`src/rtl/seg7_decode_capture.sv`:
```
// Decodes six active-low 7-segment buses back into a 24-bit value and presents each new stable
// display content once on a valid/ready output. Optional macro: SEG7_DECODE_BLANK_EN.
module seg7_decode_capture #(
  parameter int unsigned STABLE_CYCLES = 4
) (
  input  logic        clk,
  input  logic        rst,
  input  logic [6:0]  hex0,
  input  logic [6:0]  hex1,
  input  logic [6:0]  hex2,
  input  logic [6:0]  hex3,
  input  logic [6:0]  hex4,
  input  logic [6:0]  hex5,
  output logic [23:0] value,
  output logic [5:0]  invalid,
  output logic        valid,
  input  logic        ready
);

  localparam logic [7:0] StableMax  = 8'(STABLE_CYCLES);
  localparam logic [7:0] StableLast = 8'(STABLE_CYCLES - 1);

  typedef enum logic {StEmpty, StFull} state_e;

  // Returns {unrecognised, nibble}.
  function automatic logic [4:0] decode_digit(input logic [6:0] seg);
    logic [4:0] r;
    case (seg)
      7'h40:   r = 5'h00;
      7'h79:   r = 5'h01;
      7'h24:   r = 5'h02;
      7'h30:   r = 5'h03;
      7'h19:   r = 5'h04;
      7'h12:   r = 5'h05;
      7'h02:   r = 5'h06;
      7'h78:   r = 5'h07;
      7'h00:   r = 5'h08;
      7'h10:   r = 5'h09;
      7'h08:   r = 5'h0A;
      7'h03:   r = 5'h0B;
      7'h46:   r = 5'h0C;
      7'h21:   r = 5'h0D;
      7'h06:   r = 5'h0E;
      7'h0E:   r = 5'h0F;
`ifdef SEG7_DECODE_BLANK_EN
      7'h7F:   r = 5'h00;
`else
      7'h7F:   r = 5'h10;
`endif
      default: r = 5'h10;
    endcase
    return r;
  endfunction

  logic [41:0] raw;
  logic [41:0] sync1_q, snap_q, last_q, last_d;
  logic        have_last_q, have_last_d;
  logic [1:0]  prime_q;
  logic [7:0]  cnt_q, cnt_d;
  logic        snap_change, candidate, cand_new;
  logic [23:0] cand_value;
  logic [5:0]  cand_invalid;

  state_e      state_q, state_d;
  logic [23:0] value_q, value_d, pend_value_q, pend_value_d;
  logic [5:0]  invalid_q, invalid_d, pend_invalid_q, pend_invalid_d;
  logic        pend_q, pend_d;

  assign raw = {hex5, hex4, hex3, hex2, hex1, hex0};

  // prime_q keeps the cleared synchroniser contents from ever being treated as a candidate.
  always_ff @(posedge clk or posedge rst) begin
    if (rst) begin
      sync1_q <= '0;
      snap_q  <= '0;
      prime_q <= '0;
      cnt_q   <= '0;
    end else begin
      sync1_q <= raw;
      snap_q  <= sync1_q;
      prime_q <= {prime_q[0], 1'b1};
      cnt_q   <= cnt_d;
    end
  end

  always_comb begin
    snap_change = (sync1_q != snap_q);
    cnt_d       = cnt_q;
    if (snap_change) begin
      cnt_d = '0;
    end else if (cnt_q != StableMax) begin
      cnt_d = cnt_q + 8'd1;
    end
    // Fires on the edge the counter reaches the threshold, so only once per stable content.
    candidate = prime_q[1] && !snap_change && (cnt_q == StableLast);
    cand_new  = candidate && (!have_last_q || (snap_q != last_q));
  end

  always_comb begin
    cand_value   = '0;
    cand_invalid = '0;
    for (int i = 0; i < 6; i++) begin
      logic [4:0] d;
      d                     = decode_digit(snap_q[7*i +: 7]);
      cand_value[4*i +: 4]  = d[3:0];
      cand_invalid[i]       = d[4];
    end
  end

  always_comb begin
    state_d        = state_q;
    value_d        = value_q;
    invalid_d      = invalid_q;
    pend_d         = pend_q;
    pend_value_d   = pend_value_q;
    pend_invalid_d = pend_invalid_q;
    last_d         = last_q;
    have_last_d    = have_last_q;

    unique case (state_q)
      StEmpty: begin
        if (cand_new) begin
          value_d     = cand_value;
          invalid_d   = cand_invalid;
          last_d      = snap_q;
          have_last_d = 1'b1;
          state_d     = StFull;
        end
      end
      StFull: begin
        if (cand_new) begin
          last_d      = snap_q;
          have_last_d = 1'b1;
          if (ready) begin
            // Candidate is newer than anything pending, so it goes straight to the output.
            value_d   = cand_value;
            invalid_d = cand_invalid;
            pend_d    = 1'b0;
          end else begin
            pend_d         = 1'b1;
            pend_value_d   = cand_value;
            pend_invalid_d = cand_invalid;
          end
        end else if (ready) begin
          if (pend_q) begin
            value_d   = pend_value_q;
            invalid_d = pend_invalid_q;
            pend_d    = 1'b0;
          end else begin
            state_d = StEmpty;
          end
        end
      end
      default: state_d = StEmpty;
    endcase
  end

  always_ff @(posedge clk or posedge rst) begin
    if (rst) begin
      state_q        <= StEmpty;
      value_q        <= '0;
      invalid_q      <= '0;
      pend_q         <= 1'b0;
      pend_value_q   <= '0;
      pend_invalid_q <= '0;
      last_q         <= '0;
      have_last_q    <= 1'b0;
    end else begin
      state_q        <= state_d;
      value_q        <= value_d;
      invalid_q      <= invalid_d;
      pend_q         <= pend_d;
      pend_value_q   <= pend_value_d;
      pend_invalid_q <= pend_invalid_d;
      last_q         <= last_d;
      have_last_q    <= have_last_d;
    end
  end

  assign value   = value_q;
  assign invalid = invalid_q;
  assign valid   = (state_q == StFull);

endmodule

```
`config.mk`:
```
export PLATFORM = sky130hd
export DESIGN_NAME = seg7_decode_capture
export DESIGN_NICKNAME = d
export VERILOG_FILES = /design/src/rtl/seg7_decode_capture.sv
export SDC_FILE = /design/constraint.sdc
export NUM_CORES = 1
export LEC_CHECK = 0
export CAP_MARGIN = 10
export CORE_MARGIN = 3
export CORE_UTILIZATION = 60
export CTS_CLUSTER_DIAMETER = 200
export DETAILED_ROUTE_END_ITERATION = 8
export HOLD_SLACK_MARGIN = 0.02
export PLACE_DENSITY = 0.82
export SLEW_MARGIN = 10
export SYNTH_ARGS = -nofsm -noshare
export SYNTH_HDL_FRONTEND = slang
export SYNTH_SLANG_ARGS = --single-unit
```
`constraint.sdc`:
```
create_clock -name clk -period 14.1 [get_ports clk]
set_input_delay 2.115 -clock clk [delete_from_list [all_inputs] [get_ports clk]]
set_output_delay 2.115 -clock clk [all_outputs]
set_load 0.02 [all_outputs]
```
=== Yosys cells after proc, flatten, opt, wreduce, memory -nomap -nowiden ===
Index checks and enable logic that the tools add are counted.

* Bitwise logic cells: 2
* Mux-type cells: 30
* Divide/modulo/power cells: 0
* Reduce and logical (&&, ||, !) cells: 17
* Equality and inequality tests: 97
* Add/subtract/negate cells: 1
* Shift operators: 0
* $mul: 0
* $lt $le $gt $ge: 0

{| class="wikitable"
|+ Operator list
! cell !! number
|-
| 5-bit one-hot mux with 16 select lines || 6
|-
| 7-bit equality test (second input constant) || 24
|-
| 7-bit by 5-bit equality test with 1-bit output (second input constant) || 18
|-
| 7-bit by 6-bit equality test with 1-bit output (second input constant) || 18
|-
| 24-bit 2-to-1 mux || 5
|-
| 7-bit by 2-bit equality test with 1-bit output (second input constant) || 12
|-
| 7-bit by 4-bit equality test with 1-bit output (second input constant) || 12
|-
| 42-bit inequality test || 2
|-
| 24-bit one-hot mux with 2 select lines || 1
|-
| 7-bit by 3-bit equality test with 1-bit output (second input constant) || 6
|-
| 7-bit zero test || 6
|-
| 42-bit 2-to-1 mux || 1
|-
| 6-bit 2-to-1 mux || 5
|-
| 8-bit 2-to-1 mux || 2
|-
| 6-bit one-hot mux with 2 select lines || 1
|-
| 8-bit by 1-bit adder with 8-bit output (second input constant) || 1
|-
| 8-bit by 2-bit equality test with 1-bit output (second input constant) || 1
|-
| 1-bit 2-to-1 mux || 8
|-
| 8-bit by 3-bit inequality test with 1-bit output (second input constant) || 1
|-
| 3-bit AND reduction || 2
|-
| 2-bit inequality test (second input constant) || 2
|-
| 2-bit nonzero test || 2
|-
| 1-bit logical AND || 3
|-
| 3-bit by 2-bit inequality test with 1-bit output (second input constant) || 1
|-
| other kinds (5) || 7
|}

* Bits in writable memories: 0
* Memories kept: 0
* Bits in latches: 0
* Bits in read-only memories: 0
* Output and inout port bits: 31
* Register bits: 199

=== Longest topological paths before layout ===
* Word-level depth: 7
* Depth in mapped cells: 11

=== Least setup slack after synthesis ===
No wires, ideal clock.

* Kind: input port to flip-flop
* Start point: in ready
* End point: reg invalid_q[0], in the netlist invalid[0]
* Arrival time: 2943 ps
* Buffers on the path: 2
* Path slack: 11019 ps
* Data required time: 13963 ps
* Cell stages on the path: 4
* Cell sequence: nand2b_1 -> clkbuf_1 -> clkbuf_1 -> a2bb2oi_1

* Word-level cells in the longest chain between the ends: 2

{| class="wikitable"
|+ RTL lines
! what !! RTL line !! RTL
|-
| start, declared || 17 || <nowiki>input logic ready</nowiki>
|-
| 2-bit inequality test (no source line) || -- ||
|-
| 3-bit AND reduction (no source line) || -- ||
|-
| end signal, assigned || 171 || <nowiki>invalid_q <= invalid_d;</nowiki>
|-
| end, declared || 66 || <nowiki>logic [5:0] invalid_q, invalid_d, pend_invalid_q, pend_invalid_d;</nowiki>
|}

Every way passes these cells.
A chain may end at the register's enable or synchronous reset.

=== Worst setup path in the final report ===
* Start point: in ready
* End point: reg invalid_q[5], in the netlist invalid[5]

The elaborated chain is that of the path after synthesis.

==> flow_summary_export.csv <==
group,metric,value,unit
sta,finalCriticalPeriod,3990,ps
sta,setup_viol,0,
yosys,syn-num-nets,888,
global_route,antenna_found_initial,0,
sta,post-route-period-util,0.283,
sta,slew_viol_final,0,
placed_design,hpwl,14800,µm
final_layout,seq_area,4980,µm²
power_and_ir_drop,leakagePower,4.49,nW
yosys,syn_avg_cell_area,11.1,µm²
yosys,synth_ff_type,"dfrtp_1",
clock_tree,clk_pin_slew,70,ps
sta,final.setup_skew,16.7,ps
global_route,grt_max_degree,114,
placed_design,dp_slack,9700,ps
final_layout,stdcell_count,1088,
drt,drt_iter0_drc,513,
final_layout,final_cell_mix,"dfrtp_1, xnor2_1, clkdlybuf4s50_1",
clock_tree,ctsHoldBuffers,0,
power_and_ir_drop,finalPower,1.15,mW
global_route,grt_pass1_vias,6494,
yosys,synth_cells,841,
floorplan,die_area,17100,µm²
drt,vias,6707,
status,outcome,"finished clean",
sta,worst_slew_pin_slew,1160,ps
drt,vias_per_cell,6.16,
setup_path,required,14470,ps
hold_path,hp-class,"register to register",
drt,wl_per_cell,19.6,µm
final_layout,n_antenna_cell,0,
global_route,grt.overflow.total,0,
final_layout,n_fill_cell,1061,
setup_path,worstSetupPathType,"input pin to register",
clock_tree,cts_buffers,17,
floorplan,die_w,131,µm
setup_path,cp.arrival,4350,ps
clock_tree,insertion_delay,440,ps
placed_design,placed_area,10100,µm²
drt,drtAntennaViolNets,0,
power_and_ir_drop,pwr_density_cell,108,nW/µm²
sta,max_freq,0.251,GHz
setup_path,path_max_fanout,30,
yosys,synth_area,9370,µm²
final_layout,fin_nets,913,
placed_design,dp.cells,1058,
global_route,grt_use_total,0.255,
yosys,synth_edf_count,0,
floorplan,num_rows,45,
floorplan,coreArea,15300,µm²
clock_tree,clock_path_buffers,2,
clock_tree,h-tree-depth,4,
yosys,seq_area_frac_synth,0.532,
final_layout,layout_commonest_cell,"dfrtp_1",
floorplan,fp.dieH,131,µm
yosys,ys_seq_elements,199,
floorplan,start_util,0.614,
sta,final.setup.tns,0,ps
yosys,yosysWarnings,0,
drt,remaining_drc_errors,0,
drt,wl,21300,µm
power_and_ir_drop,ir_worst_vdd,0.000122,V
final_layout,fin_area,10600,µm²
sta,finalHoldViolations,0,
sta,slew_headroom,0.227,
clock_tree,cts.root.buffer_cell,"clkbuf_16",
sta,rsz0062_at_grt,"false",
final_layout,syn2layout_area_growth,13.7,%
global_route,grt_pass1_wl,33600,µm
setup_path,start_kind,"input pin",
clock_tree,cts_sinks,199,
setup_path,end_kind,"register",
job,max_cap_violations,0,
sta,fin_ws,10110,ps
final_layout,multi_input_area,4010,µm²
placed_design,port_buffers,75,
drt,firstDrtPassIters,6,
final_layout,drive_above_1_share,0.0912,
yosys,async_flop_share,1.00,
clock_tree,tritoncts,"done",
setup_path,r2r_setup_slack,10430,ps
yosys,synth_cell_type_count,65,
clock_tree,post-cts-setup-buffers,0,
placed_design,place_congestion,0.816,
clock_tree,cts.repair.resized,0,
floorplan,ioPinCount,76,
[sequential cells by signal, summed over array words and instances, names as in the netlist]
| signal | flops |
|---|---|
| pend_value_q | 24 |
| sync1_q | 42 |
| prime_q | 2 |
| last_q | 42 |
| snap_q | 42 |
| pend_q | 1 |
| have_last_q | 1 |
| invalid | 6 |
| valid | 1 |
| cnt_q | 8 |
| value | 24 |
| pend_invalid_q | 6 |
[synth_stat cells (6+ instances only)]
cell,n,area [µm²]
nand2b_1,17,106
a21oi_1,14,70.1
o21ai_0,22,110
nand3b_1,7,52.6
dfrtp_1,199,4980
a31oi_1,9,56.3
nor4_1,12,75.1
xnor2_1,91,797
a2bb2oi_1,32,280
nand2_1,42,158
nand3_1,8,40.0
inv_1,12,45.0
nor2_1,49,184
buf_2,17,85.1
mux2_2,34,383
mux2_1,28,315
nor3_1,22,110
clkbuf_1,49,184
o22ai_1,34,213
nand4_1,30,188
nor3b_1,6,45.0
a211oi_1,6,45.0
[area by class of cell]
type | instances | share of cell area
Sequential cell | 199 | 0.468
Tap cell | 211 | 0.0248
Clock inverter | 13 | 0.0127
Clock buffer | 17 | 0.0399
Timing Repair Buffer | 79 | 0.0733
Multi-Input combinational cell | 557 | 0.377
Inverter | 12 | 0.00493
[worst max-delay path, cell delays in order]
cell and delay (ps):
clkdlybuf4s50_1 520, nand2b_1 120, buf_4 350, o21a_1 970
o22a_1 280
[layer usage]
layer | track usage | vias up | wire length [µm]
li1 | - | 3079 | -
met1 | 0.345 | 3396 | 9490
met2 | 0.419 | 197 | 10500
met3 | 0.0451 | 35 | 830
met4 | 0.0895 | 0 | 492
met5 | 0 | - | 0
[kinds of logic after synthesis]
logic type,synth area share
mux,0.0799
other cells,0.000400
xor+xnor,0.0898
fa+ha+maj,0.00267
simple gates,0.133
buf+inv,0.0403
compound gates,0.122
flops,0.532
[stage by stage]
stage	hold slack (ps)	util
after floorplan	331	-
after global placement	337	0.661
after global routing	365	0.698
final	359	0.698
after detailed placement	343	0.661
after CTS	359	0.698
[power by group]
part	leakage (nW)	internal (mW)	switching, mW	total [mW]
clock network	0.276	0.248	0.221	0.469
logic	1.65	0.0364	0.0354	0.0718
registers	2.57	0.583	0.0315	0.614
[worst paths after layout]
check	endpoint	from	cells past startpoint
min in group asynchronous	sync1_q[11]$_DFF_PP0_	rst	2
setup reg to reg	invalid[5]$_DFFE_PP0P_	snap_q[21]$_DFF_PP0_	7
max in group asynchronous	pend_invalid_q[1]$_DFFE_PP0P_	rst	3
hold reg to reg	prime_q[1]$_DFF_PP0_	prime_q[0]$_DFF_PP0_	0
hold / removal	prime_q[1]$_DFF_PP0_	prime_q[0]$_DFF_PP0_	0
setup / recovery	invalid[5]$_DFFE_PP0P_	ready	5
(Power assumes the default switching activity.)
